===== src/rtl/uart_pkg.sv =====
// Shared UART definitions: FSM state encodings and default timing, used by both tx and rx sides.
package uart_pkg;

  typedef enum logic [2:0] {
    ST_IDLE   = 3'd0,
    ST_START  = 3'd1,
    ST_DATA   = 3'd2,
    ST_PARITY = 3'd3,
    ST_STOP   = 3'd4
  } uart_state_t;

  // 100 MHz core clock at 115200 baud
  localparam int CLKS_PER_BIT_DEF = 868;
  localparam int DATA_W_DEF       = 8;

endpackage


===== src/rtl/uart_baud_cnt.sv =====
// Bit-period counter: counts 0..CLKS_PER_BIT-1 and wraps; held at 0 while clear is high.
// bit_end marks the last cycle of a period, bit_pre the cycle before it (lets callers register period-end outputs).
module uart_baud_cnt
  import uart_pkg::*;
#(
  parameter int CLKS_PER_BIT = CLKS_PER_BIT_DEF
) (
  input  logic clk,
  input  logic rst,
  input  logic clear,
  output logic bit_end,
  output logic bit_pre
);

  localparam int CW = (CLKS_PER_BIT > 1) ? $clog2(CLKS_PER_BIT) : 1;
  localparam logic [CW-1:0] LAST = CW'(CLKS_PER_BIT - 1);
  localparam logic [CW-1:0] PRE  = CW'(CLKS_PER_BIT - 2);

  logic [CW-1:0] baud_cnt;

  always_ff @(posedge clk or posedge rst) begin
    if (rst) begin
      baud_cnt <= '0;
    end else if (clear || bit_end) begin
      baud_cnt <= '0;
    end else begin
      baud_cnt <= baud_cnt + CW'(1);
    end
  end

  assign bit_end = (baud_cnt == LAST);
  assign bit_pre = (baud_cnt == PRE);

endmodule


===== src/rtl/uart_tx_ctrl.sv =====
// 8N1 UART transmit controller driving an external load/shift-right serialiser; accept-to-idle is 10 bit periods.
// tx_start is ignored while busy (no queuing). Define UART_TX_PARITY_EN to add an even-parity bit (11 periods).
module uart_tx_ctrl
  import uart_pkg::*;
#(
  parameter int CLKS_PER_BIT = CLKS_PER_BIT_DEF,
  parameter int DATA_W       = DATA_W_DEF
) (
  input  logic              clk,
  input  logic              rst,
  input  logic              tx_start,
  input  logic [DATA_W-1:0] tx_data,
  output logic              sr_load,
  output logic              sr_enable,
  output logic [DATA_W-1:0] sr_data,
  input  logic              sr_lsb,
  output logic              tx,
  output logic              busy,
  output logic              done
);

  localparam int BW = $clog2(DATA_W + 1);
  localparam logic [BW-1:0] LAST_BIT = BW'(DATA_W - 1);

  uart_state_t       state, state_nxt;
  logic [BW-1:0]     bit_cnt, bit_cnt_nxt;
  logic [DATA_W-1:0] sr_data_nxt;
  logic              busy_nxt, sr_load_nxt, sr_enable_nxt, done_nxt;
  logic              bit_end, bit_pre, clear;

  // Counter parks at zero in IDLE so every frame starts on a fresh period.
  assign clear = (state == ST_IDLE);

  uart_baud_cnt #(
    .CLKS_PER_BIT(CLKS_PER_BIT)
  ) u_baud (
    .clk     (clk),
    .rst     (rst),
    .clear   (clear),
    .bit_end (bit_end),
    .bit_pre (bit_pre)
  );

  always_ff @(posedge clk or posedge rst) begin
    if (rst) begin
      state     <= ST_IDLE;
      bit_cnt   <= '0;
      sr_data   <= '0;
      busy      <= 1'b0;
      sr_load   <= 1'b0;
      sr_enable <= 1'b0;
      done      <= 1'b0;
    end else begin
      state     <= state_nxt;
      bit_cnt   <= bit_cnt_nxt;
      sr_data   <= sr_data_nxt;
      busy      <= busy_nxt;
      sr_load   <= sr_load_nxt;
      sr_enable <= sr_enable_nxt;
      done      <= done_nxt;
    end
  end

  always_comb begin
    state_nxt     = state;
    bit_cnt_nxt   = bit_cnt;
    sr_data_nxt   = sr_data;
    busy_nxt      = busy;
    sr_load_nxt   = 1'b0;
    sr_enable_nxt = 1'b0;
    done_nxt      = 1'b0;
    case (state)
      ST_IDLE: begin
        if (tx_start) begin
          sr_data_nxt = tx_data;
          state_nxt   = ST_START;
          busy_nxt    = 1'b1;
          sr_load_nxt = 1'b1;
        end
      end
      ST_START: begin
        if (bit_end) begin
          state_nxt   = ST_DATA;
          bit_cnt_nxt = '0;
        end
      end
      ST_DATA: begin
        // Registered pulse lands in the last cycle of the bit, so the shift hits the boundary edge.
        sr_enable_nxt = bit_pre;
        if (bit_end) begin
          if (bit_cnt == LAST_BIT) begin
            bit_cnt_nxt = '0;
`ifdef UART_TX_PARITY_EN
            state_nxt   = ST_PARITY;
`else
            state_nxt   = ST_STOP;
`endif
          end else begin
            bit_cnt_nxt = bit_cnt + BW'(1);
          end
        end
      end
`ifdef UART_TX_PARITY_EN
      ST_PARITY: begin
        if (bit_end) begin
          state_nxt = ST_STOP;
        end
      end
`endif
      ST_STOP: begin
        done_nxt = bit_pre;
        if (bit_end) begin
          state_nxt = ST_IDLE;
          busy_nxt  = 1'b0;
        end
      end
      default: begin
        state_nxt = ST_IDLE;
        busy_nxt  = 1'b0;
      end
    endcase
  end

  always_comb begin
    tx = 1'b1;
    case (state)
      ST_START: tx = 1'b0;
      ST_DATA:  tx = sr_lsb;
`ifdef UART_TX_PARITY_EN
      ST_PARITY: tx = ^sr_data;
`endif
      default:  tx = 1'b1;
    endcase
  end

endmodule


===== config.mk =====
export PLATFORM = sky130hd
export DESIGN_NAME = uart_tx_ctrl
export DESIGN_NICKNAME = d
export VERILOG_FILES = /design/src/rtl/uart_pkg.sv /design/src/rtl/uart_baud_cnt.sv /design/src/rtl/uart_tx_ctrl.sv
export SDC_FILE = /design/constraint.sdc
export NUM_CORES = 1
export LEC_CHECK = 0
export BUFFER_PORTS_ARGS = -buffer_cell sky130_fd_sc_hd__buf_2
export CORE_ASPECT_RATIO = 0.75
export CORE_UTILIZATION = 35
export CTS_CLUSTER_DIAMETER = 80
export DETAILED_ROUTE_END_ITERATION = 16
export GPL_TIMING_DRIVEN = 0
export HOLD_SLACK_MARGIN = 0.06
export PLACE_DENSITY_LB_ADDON = 0.12
export SLEW_MARGIN = 0
export SYNTH_ARGS = -nofsm -noshare
export SYNTH_HDL_FRONTEND = slang
export SYNTH_SLANG_ARGS = --single-unit

===== constraint.sdc =====
create_clock -name clk -period 1.9 [get_ports clk]
set_input_delay 0.285 -clock clk [delete_from_list [all_inputs] [get_ports clk]]
set_output_delay 0.285 -clock clk [all_outputs]
set_load 0.01 [all_outputs]

; ---- Yosys cells after proc, flatten, opt, wreduce, memory -nomap -nowiden
; Cells that the tools add are included.
[word_totals]
output_inout_bits = 13
elab_cells = 49
register_bits = 29
in_bits = 12
[op_classes]
bitwise_logic = 1
mux = 19
reduce_logical = 8
n_addsub = 2
eq_ne = 11
[ops]
columns = cell, n
row1 = 10-bit == test (second input constant), 2
row2 = 3-bit two-way mux, 5
row3 = 4-bit two-way mux, 3
row4 = 3-bit one-hot mux with 4 select lines, 1
row5 = 10-bit by 1-bit adder with 10-bit output (second input constant), 1
row6 = 10-bit two-way mux, 1
row7 = 4-bit one-hot mux with 2 select lines, 1
row8 = 1-bit two-way mux, 6
row9 = 2-bit by 1-bit inequality test with 1-bit output (second input constant), 3
row10 = 3-bit AND reduction, 2
row11 = 5-bit AND reduction, 1
row12 = 4-bit by 1-bit adder with 4-bit output (second input constant), 1
row13 = 4-bit by 3-bit == test with 1-bit output (second input constant), 1
row14 = 2-bit inequality test (second input constant), 2
row15 = 3-bit by 1-bit == test with 1-bit output (second input constant), 1
row16 = 3-bit by 2-bit == test with 1-bit output (second input constant), 1
row17 = 3-bit == test (second input constant), 1
row18 = 3-bit zero test, 1
row19 = 1-bit one-hot mux with 3 select lines, 1
row20 = 1-bit one-hot mux with 2 select lines, 1
row21 = 2-bit AND reduction, 1
row22 = 2-bit nonzero test, 1
row23 = 2-bit OR reduction, 1
row24 = 1-bit logical OR, 1
row25 = 1-bit NOT, 1

; ---- Depth between registers and ports, before layout
; Gate-level depths: netlist (run 1).
[logic_depth]
depth_word = 4
ltp_mapped = 6
depth_no_buf = 5

; ---- Modules after synthesis
; A second synthesis (run 1) with hierarchy kept.
[hier_totals]
hier_cells = 133
area_unflattened_um2 = 1452.6
[modules_own_cells]
columns = module, n_inst, seq_area_each_um2, cells_each, area_each_um2
row1 = uart_tx_ctrl, 1, 475.5, 78, 927.1
row2 = uart_baud_cnt, 1, 250.2, 55, 525.5

; ---- Worst setup path after synthesis (run 1)
; No wires, ideal clock.
[synth_path]
kind = flip-flop to flip-flop
startpoint = register state[1]
endpoint = register sr_data[0]
stages_incl_launch_ff = 6
required_time_ns = 1.775
path_buffers = 2
setup_ns = 0.125
arrival_time_ns = 1.341
setup_slack_ns = 0.434
cell_sequence = dfrtp_1 > clkbuf_2 > nor3_1 > and2_1 > buf_2 > mux2_2
[synth_via]
elab_chain_cells = 2
[synth_lines]
columns = element, line
row1 = "start, declared", uart_tx_ctrl.sv:25  ; uart_state_t state, state_nxt;
row2 = "start signal, assigned", uart_tx_ctrl.sv:54  ; state <= state_nxt;
row3 = 3-bit zero test, uart_tx_ctrl.sv:72  ; case (state)
row4 = 2-bit AND reduction (no source line), --
row5 = "end signal, assigned", uart_tx_ctrl.sv:56  ; sr_data <= sr_data_nxt;
row6 = "end, declared", uart_tx_ctrl.sv:15  ; output logic [DATA_W-1:0] sr_data,
; No other way between the ends.
; A chain may end at the register's enable or synchronous reset.

; ---- Worst setup path in the final report (run 1)
[layout_path]
startpoint = register state[1]
endpoint = output tx
[layout_via]
elab_chain_cells = 2
[layout_lines]
columns = element, line
row1 = 3-bit by 2-bit == test with 1-bit output / 3-bit by 1-bit == test with 1-bit output (equally long branches), uart_tx_ctrl.sv:126  ; case (state)
row2 = 1-bit one-hot mux with 2 select lines (*), uart_tx_ctrl.sv:126
row3 = "end, declared", uart_tx_ctrl.sv:17  ; output logic tx,
; Mark *: on every way between the ends. The rest lies on a longest branch, timed or not.

==> results of run 1 <==
worst max-delay path by stage:
stage / to / slack, ns / cells after the start
after floorplan: sr_data[0] / 0.43 / 5
after global placement: sr_data[4] / 0.23 / 5
after detailed placement: sr_data[7] / 0.20 / 5
after CTS: tx / 0.16 / 5
after global routing: tx / 0.06 / 5
final: tx / 0.16 / 5
synth_stat cells (all sizes together) (2+ instances only):
master and n:
o2bb2ai 3, and2 2, dfrtp 29, ha 3, o211ai 2, inv 7, nor3 3, xnor2 7
nand3 7, o21bai 2, buf 3, nor2 18, and3 4, mux2 8, xor2 2, a32o 2
nand2 9
power by group:
| part | internal [uW] | total, uW | leakage [uW] | switching [uW] |
|---|---|---|---|---|
| combinational | 7.98 | 21.9 | 0.000392 | 14.0 |
| sequential | 617 | 617 | 0.000380 | 0 |
| clock | 252 | 487 | 0.0000439 | 235 |
state kept, by name (all words and copies together), names as in the netlist:
name,count
sr_enable,1
state,3
sr_data,8
sr_load,1
busy,1
bit_cnt,4
done,1
u_baud.baud_cnt,10
critical path, stage by stage, from the launching register on:
cell	delay, ns
dfrtp_1	0.36
clkbuf_2	0.15
xnor2_1	0.13
nor2_1	0.31
nand2_1	0.08
buf_2	0.15
through the flow:
step / hold slack [ns] / cell area [um2] / utilization
after floorplan: 0.3631 / 1339 / -
after global placement: 0.4830 / 1524 / 0.4163
after detailed placement: 0.4906 / 1524 / 0.4163
after CTS: 0.2229 / 1610 / 0.4399
after global routing: 0.2236 / 1610 / 0.4399
final: 0.2352 / 1610 / 0.4399
metal layers:
| metal | part of all wire | track usage |
|---|---|---|
| met3 | 0.056 | 0.04927 |
| met2 | 0.41 | 0.1878 |
| met5 | 0 | 0 |
| met4 | 0.014 | 0.06868 |
| met1 | 0.52 | 0.1972 |
layout by cell type, fill, tap and decap left out, drive strengths merged:
| master | count |
|---|---|
| o21bai | 2 |
| o211ai | 2 |
| dfrtp | 29 |
| nand3 | 7 |
| nor3 | 3 |
| a211oi | 1 |
| clkinv | 2 |
| nor2 | 18 |
| nand2b | 1 |
| o22ai | 1 |
| nand2 | 9 |
| inv | 7 |
| xor2 | 2 |
| and4b | 1 |
| nand4 | 1 |
| nor4 | 1 |
| and2 | 2 |
| mux2 | 8 |
| and4 | 1 |
| clkinvlp | 1 |
| and3 | 4 |
| or2 | 1 |
| xnor2 | 7 |
| buf | 27 |
| clkbuf | 6 |
| nor4b | 1 |
| ha | 3 |
| o21ai | 1 |
| o2bb2ai | 3 |
| a32o | 2 |
final cells by class:
type | count | share of cell area
inverters | 7 | 0.01632
well taps | 52 | 0.04040
clock buffers | 5 | 0.04274
repair buffers | 24 | 0.07459
multi-input cells | 82 | 0.3442
flip-flops and latches | 29 | 0.4507
clock inverters | 3 | 0.01088
plain buffers | 4 | 0.02020
logic make-up (layout without fill, tap and decap cells):
logic type | after synthesis | in the layout | synth area share
buffers and inverters | 11 | 43 | 0.04392
AND/OR/NAND/NOR | 50 | 50 | 0.1888
flip-flops | 29 | 29 | 0.5421
adder cells (fa/ha/maj) | 3 | 3 | 0.02804
AO/OA/AOI/OAI | 12 | 12 | 0.07103
XOR/XNOR | 9 | 9 | 0.05888
multiplexers | 8 | 8 | 0.06729
==> flow_summary.yaml, run 1 <==
min_path:
  hold-path-cell-count: 2
  min-delay-start: "tx_data[2]"
  hold_class: "input pin to register"
  min_to: "sr_data[2]"
logic_synthesis:
  synthArstFlopShare: 1.000
  synthFlopType: "dfrtp_1"
  yosysSeqAreaShare: 0.5421
  yosysUniqueCellTypes: 30
  syn_nets: 137
  syn_area_um2: 1339
  yosysTopAreaCellShare: 0.5421
  avgSynthCellArea_um2: 10.97
  synth_cells: 122
  ys_ff_latch: 29
  synth.largest_area_cell: "dfrtp_1"
  synth_area_leaders: "dfrtp_1 54%, mux2_2 6.7%, nor2_1 5.0%"
  yosysWarnings: 0
  synth_edf_count: 0
finish:
  nFillCells: 361
  instances_no_fill: 206
  ff_latch_area_um2: 725.7
  multiInputGateArea_um2: 554.3
  nets: 168
  n_antenna_cell: 0
  area_growth_pct: 20.28
  drive_gt1_frac: 0.3052
global_routing:
  antenna_found_initial: 0
  grt_max_degree: 30
  grt_pass1_vias: 951
  grt_pass1_wl_um: 4167
  overflow: 0
  track_usage: 0.1395
power:
  p_per_area_nw_per_um2: 699.6
  p_total_uw: 1127
  power_leakage_uw: 0.0008162
  ir_worst_vdd_uv: 393.3
timing:
  final_hold_viol_count: 0
  fin_crit_ns: 1.745
  skew_ns: 0.007377
  rsz0062_at_grt: "false"
  fin_tns_setup_ns: 0
  max_freq_mhz: 573.2
  slew_headroom: 0.2741
  final_max_slew_viol_count: 0
  worst_pin_slew_ns: 1.088
  timing.final.ws_setup_ns: 0.1553
  min_period_over_period: 0.9183
  setup_violations: 0
cts:
  hold_buffers: 0
  clock_latency_ns: 0.28
  numClockSinks: 29
  cts-root-buf: "clkbuf_8"
  cts-htree-levels: 2
  post_cts_buffers: 0
  clockBufferDepth: 2
  numCtsBuffers: 5
  clk_pin_slew_ns: 0.07
  cts_tree: "yes"
  cts_resized: 0
setup_path:
  r2r-end: "sr_data[7]"
  cp_max_fo: 7
  reg2reg_depth: 5
  end_kind: "primary output"
  rr_startpoint: "state[1]"
  arrival_ns: 1.46
  path_class: "register to primary output"
  required_ns: 1.62
  rrSetupSlack_ns: 0.21
  crit_path_start: "state[1]"
  crit_path_start_kind: "register"
floorplanning:
  initial_core_util: 0.3657
  num_rows: 19
  core_um2: 3661
  io_pins: 25
  die_x_um: 73.42
  die_height_um: 55.56
  dieArea_um2: 4079
detailed_routing:
  avgRoutedWirePerCell_um: 11.68
  viasPerCell: 4.650
  vias: 958
  drc: 0
  drt_iter0_drc: 27
  first_pass_iters: 4
  routed_wl_um: 2407
  ant_nets: 0
place:
  place_hpwl_um: 1742
  dp_cells: 198
  port-buffer-count: 24
  dpl_worst_slack_ns: 0.1998
  place_congestion: 0.7328
job:
  cap_violations: 0
status:
  outcome: "finished, final reports clean"
No activity file was read; power rests on OpenSTA's default activity.
==> run 2, diff against run 1 <==
--- a/config.mk
+++ b/config.mk
@@ -6,8 +6,11 @@
 export NUM_CORES = 1
 export LEC_CHECK = 0
 export BUFFER_PORTS_ARGS = -buffer_cell sky130_fd_sc_hd__buf_2
+export CELL_PAD_IN_SITES_DETAIL_PLACEMENT = 2
+export CELL_PAD_IN_SITES_GLOBAL_PLACEMENT = 2
 export CORE_ASPECT_RATIO = 0.75
 export CORE_UTILIZATION = 35
+export CTS_BUF_LIST = sky130_fd_sc_hd__clkbuf_2
 export CTS_CLUSTER_DIAMETER = 80
 export DETAILED_ROUTE_END_ITERATION = 16
 export GPL_TIMING_DRIVEN = 0
==> run 2 against run 1 <==
Compared with the run above: final cell count unchanged; first-iteration DRC count up 140%; worst setup slack worse by 0.029 ns; global-route usage up 4.4 points; sequential power about the same; critical path depth unchanged; clock skew up 0.0017 ns; final area down 2.6%; routed wire length up 33%.
==> flow_summary.yaml, run 2 (synthesized netlist as in run 1, its figures left out) <==
finish:
  top_register: "u_baud.baud_cnt"
  largest_reg_flops: 10
  final_util: 0.4282
  layout_commonest_cell: "dfrtp_1"
  n_antenna_cell: 0
  finish.instance_area_um2: 1568
  drive_gt1_frac: 0.3052
  instances_no_fill: 206
  final_cell_mix: "29 x dfrtp_1, 25 x buf_2, 17 x nor2_1, 9 x nand2_1, 8 x mux2_2"
  area_growth_pct: 17.10
  reg.largest.list: "u_baud.baud_cnt x10, sr_data x8, bit_cnt x4"
  nFillCells: 428
  nets: 169
cts:
  clockBufferDepth: 2
  numClockSinks: 29
  clk_pin_slew_ns: 0.14
  cts-root-buf: "clkbuf_2"
  cts-htree-levels: 2
  numCtsBuffers: 5
  cts_tree: "yes"
  clock_latency_ns: 0.36
timing:
  slew_headroom: 0.2541
  holdWs_ns: 0.1464
  skew_ns: 0.009053
  worst_pin_slew_ns: 1.118
  fin_tns_setup_ns: 0
  setup_violations: 0
  final_hold_viol_count: 0
  min_period_over_period: 0.9336
  final_max_slew_viol_count: 0
  max_freq_mhz: 563.7
  rsz0062_at_grt: "false"
  fin_crit_ns: 1.774
setup_path:
  arrival_ns: 1.49
  critical-path-top-delay-family: "flip-flops"
  required_ns: 1.62
  critPathSlowestCell: "dfrtp_1"
  rr_startpoint: "state[1]"
  r2r-end: "sr_data[7]"
  cp_max_fo: 6
  path_class: "register to primary output"
  path_common_cell: "nand2_1"
  path_cells: "inv_1, and3_1, nand2_1, nand2_1, buf_2"
  crit_path_start_kind: "register"
  max_stage_delay_ns: 0.48
  rrSetupSlack_ns: 0.19
  end_kind: "primary output"
  reg2reg_depth: 5
  crit_buf_inv: 2
floorplanning:
  dieArea_um2: 4079
  io_pins: 25
  die_height_um: 55.56
  core_um2: 3661
  num_rows: 19
  initial_core_util: 0.3657
  die_x_um: 73.42
detailed_routing:
  viasPerCell: 4.927
  first_pass_iters: 4
  drc: 0
  vias: 1015
  drt_iter0_drc: 65
  ant_nets: 0
  avgRoutedWirePerCell_um: 15.56
  routed_wl_um: 3206
status:
  outcome: "finished, final reports clean"
min_path:
  min-delay-start: "tx_data[4]"
  min_to: "sr_data[4]"
  hold_class: "input pin to register"
  hold-path-cell-count: 2
job:
  cap_violations: 0
place:
  port-buffer-count: 24
  place_congestion: 0.7533
  place_hpwl_um: 2394
  dp_cells: 198
  placed_cell_area_um2: 1524
power:
  p_per_area_nw_per_um2: 593.3
  ir_worst_vdd_uv: 305.8
  power_leakage_uw: 0.0008039
global_routing:
  grt_pass1_wl_um: 5492
  antenna_found_initial: 0
  grt_max_degree: 30
  grt_pass1_vias: 1095
  overflow: 0
  track_usage: 0.1838
==> run 2: area by class of cell <==
class	count	area (um2)	area share
Clock buffer	6	30.03	0.01915
Tap cell	52	65.06	0.04150
Multi-Input combinational cell	82	556.8	0.3551
Buffer	4	32.53	0.02075
Timing Repair Buffer	25	127.6	0.08140
Sequential cell	29	725.7	0.4629
Clock inverter	1	3.754	0.002394
Inverter	7	26.28	0.01676
==> run 2: timing repair <==
| action | 4_1_cts | 5_1_grt |
|---|---|---|
| gates cloned | 0 | 0 |
| resized for setup | 1 | 0 |
| setup buffers | 0 | 1 |
| hold buffers | 0 | 0 |
| pin swaps | 0 | 1 |
| setup endpoints to repair | 1 | 1 |
==> run 2: how the worst max path moves through the flow <==
stage              from          to  depth (start not counted)
6_report       state[2]          tx                          5
4_1_cts        state[1]          tx                          5
2_1_floorplan  state[1]  sr_data[0]                          5
5_1_grt        state[0]          tx                          5
3_3_place_gp   state[1]  sr_data[7]                          5
3_5_place_dp   state[1]  sr_data[7]                          5
==> run 2: routing by layer <==
layer	wire length, um	global-route usage	vias up
li1	-	-	479
met1	1515	0.2435	503
met4	61	0.08242	0
met3	147	0.04745	8
met5	0	0	-
met2	1483	0.2817	25
==> run 2: metrics by stage <==
stage / setup WS, ns / power, uW
4_1_cts: 0.03946 / 949.2
3_5_place_dp: 0.1913 / 652.6
5_1_grt: 0.0004990 / 972.7
2_1_floorplan: 0.4338 / 638.2
3_3_place_gp: 0.2444 / 651.7
6_report: 0.1261 / 930.2
==> run 2: where the power goes <==
part           internal [uW]  total [uW]  switching (uW)
Clock                   85.7         290             205
Combinational           8.01        22.6            14.6
Sequential               617         617               0
Total                    711         930             219
==> run 2: worst register-to-register path: stages, from the launching register on <==
cell,delay (ns)
dfrtp_1,0.38
clkbuf_2,0.17
nor3_1,0.26
and2_1,0.19
buf_2,0.23
mux2_2,0.37
==> run 3, diff against run 2 <==
==> constraint.sdc (replaced) <==
create_clock -name clk -period 1.9 [get_ports clk]
set_input_delay 0.19 -clock clk [delete_from_list [all_inputs] [get_ports clk]]
set_output_delay 0.19 -clock clk [all_outputs]
set_load 0.01 [all_outputs]
==> run 3 against run 2 <==
Compared with the run above: first-iteration DRC count decreased by 51%; global-route usage grew 1.0 points; final area is 4.6% higher; critical endpoint unchanged.
==> flow_summary.yaml, run 3 (synthesized netlist as in run 1, its figures left out) <==
finish:
  nets: 176
  n_antenna_cell: 0
  final_util: 0.4481
  nFillCells: 422
  drive_gt1_frac: 0.2857
  top_register: "u_baud.baud_cnt"
  largest_reg_flops: 10
  reg.largest.list: "u_baud.baud_cnt x10, sr_data x8, bit_cnt x4"
  layout_commonest_cell: "dfrtp_1"
  final_cell_mix: "29 x dfrtp_1, 25 x buf_2, 17 x nor2_1, 9 x nand2_1"
  area_growth_pct: 22.52
timing:
  rsz0062_at_grt: "false"
  setup_violations: 0
  worst_pin_slew_ns: 1.097
  final_max_slew_viol_count: 0
  skew_ns: 0.01147
  final_hold_viol_count: 0
  fin_crit_ns: 1.734
  fin_tns_setup_ns: 0
  slew_headroom: 0.2681
  max_freq_mhz: 576.8
  min_period_over_period: 0.9125
cts:
  clk_pin_slew_ns: 0.15
  numClockSinks: 29
  cts_tree: "yes"
  numCtsBuffers: 5
  clock_latency_ns: 0.36
  clockBufferDepth: 2
  cts-root-buf: "clkbuf_2"
  cts-htree-levels: 2
floorplanning:
  num_rows: 19
  dieArea_um2: 4079
  initial_core_util: 0.3657
  core_um2: 3661
  die_x_um: 73.42
  io_pins: 25
  die_height_um: 55.56
power:
  power_leakage_uw: 0.0008332
  ir_worst_vdd_uv: 309.2
  p_per_area_nw_per_um2: 575.2
detailed_routing:
  first_pass_iters: 4
  routed_wl_um: 3379
  drt_iter0_drc: 32
  ant_nets: 0
  vias: 1058
  avgRoutedWirePerCell_um: 15.86
  drc: 0
  viasPerCell: 4.967
place:
  port-buffer-count: 24
  place_congestion: 0.7533
  place_hpwl_um: 2394
global_routing:
  antenna_found_initial: 0
  grt_pass1_vias: 1182
  grt_max_degree: 30
  overflow: 0
  track_usage: 0.1941
  grt_pass1_wl_um: 5809
setup_path:
  end_kind: "primary output"
  required_ns: 1.71
  cp_max_fo: 7
  path_class: "register to primary output"
  arrival_ns: 1.54
  crit_path_start_kind: "register"
status:
  outcome: "finished, final reports clean"
min_path:
  hold_class: "input pin to asynchronous set/reset pin"
job:
  cap_violations: 0
[run 3: cell types whose count changed in the layout (fill, tap and decap cells not counted), sizes merged]
cell,before,now
buf,28,27
dlygate4sd3,0,8
[run 3: worst max-delay path, cell delays in order, from the launching register on]
cell	delay, ns
dfrtp_1	0.38
clkbuf_2	0.17
xnor2_1	0.16
nor2_2	0.24
nand2_1	0.08
buf_2	0.14
[run 3: routing by layer]
layer  global-route usage  routed length [um]
met2               0.3108                1635
met5                    0                   0
met4              0.08242                  60
met3              0.04745                 136
met1               0.2491                1546
[run 3: repair_timing]
action | in CTS | in global routing
setup buffers | 0 | 0
endpoints found under the hold margin | 8 | 0
resized for setup | 0 | 1
setup endpoints to repair | 0 | 1
hold buffers | 8 | 0
[run 3: stage by stage]
step	area (um2)	power, uW	std cells	hold WS [ns]	setup WS (ns)
5_1_grt	1640	985.8	213	0.1545	0.03481
6_report	1640	943.6	213	0.09521	0.1663
4_1_cts	1638	961.7	213	0.1142	0.03227
3_5_place_dp	1524	652.6	198	0.4302	0.1913
2_1_floorplan	1339	638.2	122	0.2681	0.4338
3_3_place_gp	1524	651.7	198	0.4220	0.2444
[run 3: path summary, 6_finish.rpt]
check / start / to / slack [ns] / cells after the start
max: state[1] / tx / 0.17 / 5
min: rst / u_baud.baud_cnt[0] / 0.1 / 2
max reg2reg: state[1] / sr_data[7] / 0.18 / 5
min reg2reg: sr_data[3] / sr_data[3] / 0.52 / 1
max in group asynchronous: rst / u_baud.baud_cnt[9] / 1.15 / 2
min in group clk: tx_start / sr_data[6] / 0.23 / 3
[run 3: report_power, final]
group	internal, uW	switching, uW	leakage [uW]
Combinational	18.7	16.7	0.000426
Clock	85.8	205	0.0000265
Sequential	617	0	0.000380
Total	722	222	0.000833
[run 3: cell type report]
class / instances / area (um2) / area share
Inverter: 7 / 26.28 / 0.01602
Tap cell: 52 / 65.06 / 0.03966
Clock inverter: 1 / 3.754 / 0.002288
Buffer: 4 / 32.53 / 0.01983
Timing Repair Buffer: 32 / 200.2 / 0.1220
Sequential cell: 29 / 725.7 / 0.4424
Multi-Input combinational cell: 82 / 556.8 / 0.3394
Clock buffer: 6 / 30.03 / 0.01831
